==> src/rtl/mem_bus_arbiter_pkg.sv <==
// Shared types and constants for the fetch/data memory bus arbiter.
// Width defaults match the core's InstAddrBus/DataBus.
package mem_bus_arbiter_pkg;

    localparam int ADDR_W_DEF = 32;
    localparam int DATA_W_DEF = 32;

    localparam logic       CHIP_ENABLE   = 1'b1;
    localparam logic       WRITE_DISABLE = 1'b0;
    localparam logic [3:0] SEL_ALL       = 4'b1111;

    typedef enum logic {
        ST_IDLE = 1'b0,
        ST_BUSY = 1'b1
    } state_e;

    typedef enum logic {
        GNT_INST = 1'b0,
        GNT_DATA = 1'b1
    } gnt_e;

endpackage

==> src/rtl/mem_bus_arbiter_if.sv <==
// Single-ported memory bus: the arbiter is the master, the memory is the slave.
interface mem_bus_arbiter_if
    import mem_bus_arbiter_pkg::*;
#(
    parameter int ADDR_W = ADDR_W_DEF,
    parameter int DATA_W = DATA_W_DEF
);
    logic              bus_stb_o;
    logic              bus_we_o;
    logic [3:0]        bus_sel_o;
    logic [ADDR_W-1:0] bus_addr_o;
    logic [DATA_W-1:0] bus_wdata_o;
    logic [DATA_W-1:0] bus_rdata_i;
    logic              bus_ack_i;

    modport master (
        output bus_stb_o, bus_we_o, bus_sel_o, bus_addr_o, bus_wdata_o,
        input  bus_rdata_i, bus_ack_i
    );

    modport slave (
        input  bus_stb_o, bus_we_o, bus_sel_o, bus_addr_o, bus_wdata_o,
        output bus_rdata_i, bus_ack_i
    );
endinterface

==> src/rtl/mem_bus_arbiter_bus_watchdog.sv <==
// Cycle counter for an outstanding bus cycle; expired_o flags the last
// cycle the arbiter is allowed to wait for an ack.
module mem_bus_arbiter_bus_watchdog #(
    parameter int TIMEOUT = 255
) (
    input  logic clk,
    input  logic rst,
    input  logic clr_i,
    input  logic en_i,
    output logic expired_o
);
    localparam int              CNT_W = $clog2(TIMEOUT);
    localparam logic [CNT_W-1:0] CNT_TC = CNT_W'(TIMEOUT - 1);

    logic [CNT_W-1:0] cnt_q, cnt_d;

    assign expired_o = (cnt_q == CNT_TC);

    // Freeze at terminal count so power-of-two TIMEOUT values cannot wrap.
    always_comb begin
        cnt_d = cnt_q;
        if (clr_i)
            cnt_d = '0;
        else if (en_i && !expired_o)
            cnt_d = cnt_q + 1'b1;
    end

    always_ff @(posedge clk) begin
        if (rst) cnt_q <= '0;
        else     cnt_q <= cnt_d;
    end
endmodule

==> src/rtl/mem_bus_arbiter.sv <==
// Arbitrates one shared memory bus between instruction fetch and the mem stage,
// data first, one bus cycle at a time, holding results until the stage advances.
module mem_bus_arbiter
    import mem_bus_arbiter_pkg::*;
#(
    parameter int ADDR_W  = ADDR_W_DEF,
    parameter int DATA_W  = DATA_W_DEF,
    parameter int TIMEOUT = 255
) (
    input  logic              clk,
    input  logic              rst,
    input  logic              inst_ce_i,
    input  logic [ADDR_W-1:0] inst_addr_i,
    output logic [DATA_W-1:0] inst_data_o,
    output logic              stallreq_inst_o,
    input  logic              inst_adv_i,
    input  logic              data_ce_i,
    input  logic              data_we_i,
    input  logic [3:0]        data_sel_i,
    input  logic [ADDR_W-1:0] data_addr_i,
    input  logic [DATA_W-1:0] data_data_i,
    output logic [DATA_W-1:0] data_data_o,
    output logic              stallreq_data_o,
    input  logic              data_adv_i,
    input  logic              flush_i,
    mem_bus_arbiter_if.master bus,
    output logic              bus_err_o,
    output logic              busy_o
);
    state_e            state_q, state_d;
    gnt_e              gnt_q, gnt_d;
    logic              discard_q, discard_d;
    logic              inst_done_q, inst_done_d;
    logic              data_done_q, data_done_d;
    logic [DATA_W-1:0] inst_buf_q, inst_buf_d;
    logic [DATA_W-1:0] data_buf_q, data_buf_d;
    logic              stb_q, stb_d;
    logic              we_q, we_d;
    logic [3:0]        sel_q, sel_d;
    logic [ADDR_W-1:0] addr_q, addr_d;
    logic [DATA_W-1:0] wdata_q, wdata_d;
    logic              err_q, err_d;
    logic              wd_clr, wd_en, wd_expired;
    logic              data_req, inst_req;
    logic [DATA_W-1:0] rdata;

    mem_bus_arbiter_bus_watchdog #(.TIMEOUT(TIMEOUT)) u_watchdog (
        .clk       (clk),
        .rst       (rst),
        .clr_i     (wd_clr),
        .en_i      (wd_en),
        .expired_o (wd_expired)
    );

    assign data_req = (data_ce_i == CHIP_ENABLE) && !data_done_q;
    assign inst_req = (inst_ce_i == CHIP_ENABLE) && !inst_done_q && !flush_i;

    always_comb begin
        state_d     = state_q;
        gnt_d       = gnt_q;
        discard_d   = discard_q;
        stb_d       = stb_q;
        we_d        = we_q;
        sel_d       = sel_q;
        addr_d      = addr_q;
        wdata_d     = wdata_q;
        inst_buf_d  = inst_buf_q;
        data_buf_d  = data_buf_q;
        inst_done_d = inst_done_q;
        data_done_d = data_done_q;
        err_d       = 1'b0;
        wd_clr      = 1'b0;
        wd_en       = 1'b0;
        rdata       = bus.bus_ack_i ? bus.bus_rdata_i : '0;

        if (inst_adv_i || flush_i) inst_done_d = 1'b0;
        if (data_adv_i || flush_i) data_done_d = 1'b0;

        case (state_q)
            ST_IDLE: begin
                if (data_req) begin
                    gnt_d   = GNT_DATA;
                    we_d    = data_we_i;
                    sel_d   = data_sel_i;
                    addr_d  = data_addr_i;
                    wdata_d = data_data_i;
                end else if (inst_req) begin
                    gnt_d   = GNT_INST;
                    we_d    = WRITE_DISABLE;
                    sel_d   = SEL_ALL;
                    addr_d  = inst_addr_i;
                    wdata_d = '0;
                end
                if (data_req || inst_req) begin
                    state_d   = ST_BUSY;
                    stb_d     = 1'b1;
                    wd_clr    = 1'b1;
                    discard_d = 1'b0;
                end
            end
            ST_BUSY: begin
                wd_en = 1'b1;
                if (flush_i) discard_d = 1'b1;
                // A timeout completes like an ack carrying zero data.
                if (bus.bus_ack_i || wd_expired) begin
                    state_d = ST_IDLE;
                    stb_d   = 1'b0;
                    err_d   = !bus.bus_ack_i;
                    if (!(discard_q || flush_i)) begin
                        if (gnt_q == GNT_DATA) begin
                            data_done_d = 1'b1;
                            if (!we_q) data_buf_d = rdata;
                        end else begin
                            inst_done_d = 1'b1;
                            inst_buf_d  = rdata;
                        end
                    end
                end
            end
        endcase
    end

    always_ff @(posedge clk) begin
        if (rst) begin
            state_q     <= ST_IDLE;
            gnt_q       <= GNT_INST;
            discard_q   <= 1'b0;
            stb_q       <= 1'b0;
            we_q        <= 1'b0;
            sel_q       <= '0;
            addr_q      <= '0;
            wdata_q     <= '0;
            inst_buf_q  <= '0;
            data_buf_q  <= '0;
            inst_done_q <= 1'b0;
            data_done_q <= 1'b0;
            err_q       <= 1'b0;
        end else begin
            state_q     <= state_d;
            gnt_q       <= gnt_d;
            discard_q   <= discard_d;
            stb_q       <= stb_d;
            we_q        <= we_d;
            sel_q       <= sel_d;
            addr_q      <= addr_d;
            wdata_q     <= wdata_d;
            inst_buf_q  <= inst_buf_d;
            data_buf_q  <= data_buf_d;
            inst_done_q <= inst_done_d;
            data_done_q <= data_done_d;
            err_q       <= err_d;
        end
    end

    assign bus.bus_stb_o   = stb_q;
    assign bus.bus_we_o    = we_q;
    assign bus.bus_sel_o   = sel_q;
    assign bus.bus_addr_o  = addr_q;
    assign bus.bus_wdata_o = wdata_q;
    assign bus_err_o       = err_q;
    assign busy_o          = (state_q == ST_BUSY);
    assign inst_data_o     = inst_buf_q;
    assign data_data_o     = data_buf_q;
    assign stallreq_inst_o = inst_ce_i && !inst_done_q;
    assign stallreq_data_o = data_ce_i && !data_done_q;
endmodule
==> src/flat_wrapper.sv <==
// flat-port wrapper written by rule: the top's interface ports become plain ports
module mem_bus_arbiter_flat import mem_bus_arbiter_pkg::*;
#(
    parameter int ADDR_W  = ADDR_W_DEF,
    parameter int DATA_W  = DATA_W_DEF,
    parameter int TIMEOUT = 255
)
  (clk, rst, inst_ce_i, inst_addr_i, inst_data_o, stallreq_inst_o, inst_adv_i, data_ce_i, data_we_i, data_sel_i, data_addr_i, data_data_i, data_data_o, stallreq_data_o, data_adv_i, flush_i, bus_err_o, busy_o, bus_bus_stb_o, bus_bus_we_o, bus_bus_sel_o, bus_bus_addr_o, bus_bus_wdata_o, bus_bus_rdata_i, bus_bus_ack_i);
  mem_bus_arbiter_if #(.ADDR_W(ADDR_W), .DATA_W(DATA_W)) bus_i ();
  input  logic clk;
  input  logic rst;
  input  logic inst_ce_i;
  input  logic [ADDR_W-1:0] inst_addr_i;
  output logic [DATA_W-1:0] inst_data_o;
  output logic stallreq_inst_o;
  input  logic inst_adv_i;
  input  logic data_ce_i;
  input  logic data_we_i;
  input  logic [3:0] data_sel_i;
  input  logic [ADDR_W-1:0] data_addr_i;
  input  logic [DATA_W-1:0] data_data_i;
  output logic [DATA_W-1:0] data_data_o;
  output logic stallreq_data_o;
  input  logic data_adv_i;
  input  logic flush_i;
  output logic bus_err_o;
  output logic busy_o;
  output wire logic [$bits(bus_i.bus_stb_o)-1:0] bus_bus_stb_o;
  output wire logic [$bits(bus_i.bus_we_o)-1:0] bus_bus_we_o;
  output wire logic [$bits(bus_i.bus_sel_o)-1:0] bus_bus_sel_o;
  output wire logic [$bits(bus_i.bus_addr_o)-1:0] bus_bus_addr_o;
  output wire logic [$bits(bus_i.bus_wdata_o)-1:0] bus_bus_wdata_o;
  input wire logic [$bits(bus_i.bus_rdata_i)-1:0] bus_bus_rdata_i;
  input wire logic [$bits(bus_i.bus_ack_i)-1:0] bus_bus_ack_i;
  assign bus_bus_stb_o = bus_i.bus_stb_o;
  assign bus_bus_we_o = bus_i.bus_we_o;
  assign bus_bus_sel_o = bus_i.bus_sel_o;
  assign bus_bus_addr_o = bus_i.bus_addr_o;
  assign bus_bus_wdata_o = bus_i.bus_wdata_o;
  assign bus_i.bus_rdata_i = bus_bus_rdata_i;
  assign bus_i.bus_ack_i = bus_bus_ack_i;
  mem_bus_arbiter #(.ADDR_W(ADDR_W), .DATA_W(DATA_W), .TIMEOUT(TIMEOUT)) u_core (.clk(clk), .rst(rst), .inst_ce_i(inst_ce_i), .inst_addr_i(inst_addr_i), .inst_data_o(inst_data_o), .stallreq_inst_o(stallreq_inst_o), .inst_adv_i(inst_adv_i), .data_ce_i(data_ce_i), .data_we_i(data_we_i), .data_sel_i(data_sel_i), .data_addr_i(data_addr_i), .data_data_i(data_data_i), .data_data_o(data_data_o), .stallreq_data_o(stallreq_data_o), .data_adv_i(data_adv_i), .flush_i(flush_i), .bus(bus_i), .bus_err_o(bus_err_o), .busy_o(busy_o));
endmodule
==> config.mk <==
export PLATFORM = sky130hd
export DESIGN_NAME = mem_bus_arbiter_flat
export DESIGN_NICKNAME = d
export VERILOG_FILES = /design/src/rtl/mem_bus_arbiter_pkg.sv /design/src/rtl/mem_bus_arbiter_if.sv /design/src/rtl/mem_bus_arbiter_bus_watchdog.sv /design/src/rtl/mem_bus_arbiter.sv /design/src/flat_wrapper.sv
export SDC_FILE = /design/constraint.sdc
export NUM_CORES = 1
export LEC_CHECK = 0
export ABC_AREA = 1
export CAP_MARGIN = 10
export CORE_MARGIN = 4
export CORE_UTILIZATION = 46
export DETAILED_ROUTE_END_ITERATION = 7
export PLACE_DENSITY_LB_ADDON = 0.05
export SLEW_MARGIN = 15
export SYNTH_ARGS = -nofsm -noshare
export SYNTH_HDL_FRONTEND = slang
export SYNTH_SLANG_ARGS = --single-unit
==> constraint.sdc <==
create_clock -name clk -period 4.2 [get_ports clk]
set_input_delay 0.63 -clock clk [delete_from_list [all_inputs] [get_ports clk]]
set_output_delay 0.63 -clock clk [all_outputs]
set_load 0.05 [all_outputs]
==> metrics.log <==
INFO  metric run_status = finished clean
INFO  metric worst-endpoint-required = 3570 ps
INFO  metric routed_wirelength = 19.8 mm
INFO  metric initial_core_util = 47.0%
INFO  metric post_synth.cell_area_avg = 6.52 um2
INFO  metric row_cnt = 43
INFO  metric fin_worst_skew = 5.02 ps
INFO  metric cp_max_fo = 2
INFO  metric crit_path_kind = primary input to output pin
INFO  metric routed-via-count = 6,606
INFO  metric initial_antenna_violation_count = 0
INFO  metric setup-tns-final = 0 ps
INFO  metric hold_path_class = flip-flop to flip-flop
INFO  metric clock.fmax = 372 MHz
INFO  metric gp_congestion = 0.777
INFO  metric detail-route-antenna-nets = 0
INFO  metric period_share = 64.1%
INFO  metric grt_first_pass_wirelength = 31.2 mm
INFO  metric ys.warnings.count = 0
INFO  metric first_global_vias = 6,197
INFO  metric main_combinational_cell_family_by_area_after_synthesis = simple AND/OR/NAND/NOR gates
INFO  metric insertion_delay = 420 ps
INFO  metric tritoncts = yes
INFO  metric synth_simple_gate_area_share = 34.3%
INFO  metric coreArea = 13,900 um2
INFO  metric final_hold_violation_count = 0
INFO  metric avg_wl_per_cell = 13.7 um
INFO  metric worst_slew_pin_slew = 979 ps
INFO  metric area_growth = 52.4%
INFO  metric timing.max_cap.violations = 0
INFO  metric postSynthRegisterBits = 148
INFO  metric yosysUniqueCellTypes = 26
INFO  metric design.final.nets = 1,394
INFO  metric cts_bufs_inserted = 17
INFO  metric vdd_ir_drop_max = 0.283 mV
INFO  metric crit_family = buffers and inverters
INFO  metric synth_mux_area_share = 0%
INFO  metric post_route_cells_drive_above_1_share = 4.04%
INFO  metric synthesis.area = 6530 um2
INFO  metric detail_route.drc_violations = 0
INFO  metric post-cts-setup-buffer-count = 0
INFO  metric cts_hold_repair.buffers = 0
INFO  metric gr-total-overflow = 0
INFO  metric cts.sinks = 148
INFO  metric hpwlAfterDp = 13.9 mm
INFO  metric clock-root-buffer = sky130_fd_sc_hd__clkbuf_16
INFO  metric worst-endpoint-arrival = 2060 ps
INFO  metric max_stage_delay = 820 ps
INFO  metric synth_compound_gate_area_share = 6.48%
INFO  metric dr.first_iter.drc_count = 360
INFO  metric placedInstanceArea = 9370 um2
INFO  metric slew_violations = 0
INFO  metric grt_setup_unrepaired = no
INFO  metric final-setup-viol-count = 0
INFO  metric timing.slew.headroom = 34.6%
INFO  metric synthXorXnorAreaFrac = 0.402%
INFO  metric place.port_buffers = 278
INFO  metric synthAdderAreaFrac = 0.383%
INFO  metric avgViaCountPerCell = 4.58
INFO  metric cellPowerDensity = 390 nW/um2
INFO  metric synth.area.top_cells = sky130_fd_sc_hd__dfxtp_1 (45%), sky130_fd_sc_hd__nand2_1 (16%), sky130_fd_sc_hd__nor2_1 (11%), sky130_fd_sc_hd__inv_1 (9.0%), sky130_fd_sc_hd__o21ai_0 (5.0%)
INFO  metric cp_cell_sequence = clkdlybuf4s50_1 > inv_1 > nor2_1 > clkdlybuf4s50_1
INFO  metric design_area = 9950 um2
INFO  metric critical-path-top-cell-by-count = sky130_fd_sc_hd__clkdlybuf4s50_1
INFO  metric floorplan.io_pins = 279
INFO  metric cts.repair.resized = 0
INFO  metric critical_path_top_delay_cell = sky130_fd_sc_hd__clkdlybuf4s50_1
INFO  metric design.die.area = 16,200 um2
INFO  metric nFillCells = 1,180
INFO  metric clk_pin_slew = 60 ps
INFO  metric crit_path_end_kind = output pin
INFO  metric finish.utilization = 71.7%
INFO  metric cellLeakagePower = 4.71 nW
INFO  metric cts_max_path_buffers = 2
INFO  metric grt_start_max_net_pins = 74
INFO  metric yosysTopAreaCell = sky130_fd_sc_hd__dfxtp_1
INFO  metric number_of_standard_cells_after_synthesis = 1,002
INFO  metric post_synthesis_net_count = 1,145
INFO  metric combined_global_route_utilization_of_all_metal_layers = 24.3%
INFO  metric die_width = 127 um
INFO  metric post-synth-top-area-fraction = 45.4%
INFO  metric final_common_cell = sky130_fd_sc_hd__nand2_1
INFO  metric floorplan.die.height = 127 um
INFO  metric timing.critical_path.buf_inv = 3
INFO  metric worst_setup_path_start_kind = primary input
INFO  metric top_library_cells_by_usage_in_the_layout_fill_and_taps_aside = sky130_fd_sc_hd__nand2_1 (283), sky130_fd_sc_hd__clkdlybuf4s50_1 (278), sky130_fd_sc_hd__nor2_1 (183)
INFO  metric antennaDiodeCount = 0
INFO  metric firstDrtPassIters = 4
INFO  metric h-tree-depth = 4
INFO  metric period_needed = 2690 ps
INFO  metric hold_slack = 465 ps
INFO  metric synth-seq-area-share = 45.4%
layer usage:
metal  vias up  global-route usage (%)  part of all wire (%)
met1      2867                    28.1                    41
li1       3504                       -                     -
met2       209                    40.7                    48
met3        26                    10.5                   9.6
met5         -                       0                     0
met4         0                    7.89                   1.8
cells in the mapped netlist, drive strengths merged:
library cell / number
a21oi: 10
buf: 26
clkbuf: 32
dfxtp: 148
ha: 2
inv: 159
nand2: 286
nand3: 43
nand4: 30
nor2: 186
nor3: 2
o21ai: 73
o21bai: 1
or2: 1
xor2: 3
path summary, 6_finish.rpt:
kind / end / slack (ps) / start / depth (start not counted)
max reg2reg: u_core.inst_data_o[19] / 2060 / u_core.u_watchdog.cnt_q[0] / 9
max: stallreq_inst_o / 1510 / inst_ce_i / 4
min: u_core.bus.bus_sel_o[2] / 460 / u_core.bus.bus_sel_o[2] / 2
min reg2reg: u_core.bus.bus_sel_o[2] / 460 / u_core.bus.bus_sel_o[2] / 2
state kept, by name, summed over array words and instances (netlist names):
name	cells
u_core.bus.bus_addr_o	32
u_core.bus.bus_wdata_o	32
u_core.data_data_o	32
u_core.inst_data_o	32
u_core.u_watchdog.cnt_q	8
u_core.bus.bus_sel_o	4
u_core.bus.bus_stb_o	1
u_core.bus.bus_we_o	1
u_core.bus_err_o	1
u_core.busy_o	1
u_core.data_done_q	1
u_core.discard_q	1
u_core.gnt_q	1
u_core.inst_done_q	1
cell type report:
type	instances	area [um2]	share of cell area (%)
tap	180	225	2.26
timing repair buffer	288	2870	28.8
multi-input combinational	637	2710	27.3
sequential	148	2960	29.8
inverter	159	599	6.02
clock buffer	23	478	4.80
clock inverter	8	101	1.02
through the flow:
step                setup slack (ps)  power (mW)  cells
finish                          1510        3.88   1443
global route                    1460        4.05   1443
CTS                             1510        3.92   1443
detailed placement              1510        2.42   1412
global placement                1530        2.41   1412
floorplan                       2010        2.06   1002
power breakdown:
| part | total [mW] | internal (mW) | leakage (nW) | switching (mW) |
|---|---|---|---|---|
| Clock | 1.50 | 0.917 | 0.275 | 0.579 |
| Sequential | 1.53 | 1.49 | 1.21 | 0.0410 |
| Combinational | 0.860 | 0.322 | 3.22 | 0.538 |
| Total | 3.88 | 2.72 | 4.71 | 1.16 |
worst min-delay path: stages (launching register included):
cell	delay, ps
sky130_fd_sc_hd__dfxtp_1	320
sky130_fd_sc_hd__nor2_1	50
sky130_fd_sc_hd__nor2_1	60
cell families after synthesis:
kind of cell | count (synthesis)
and+or+nand+nor | 548
adders and majority gates | 2
buffers and inverters | 217
xor gates and xnor gates | 3
AOI/OAI and AO/OA | 84
DFF | 148
(Power assumes the default switching activity.)
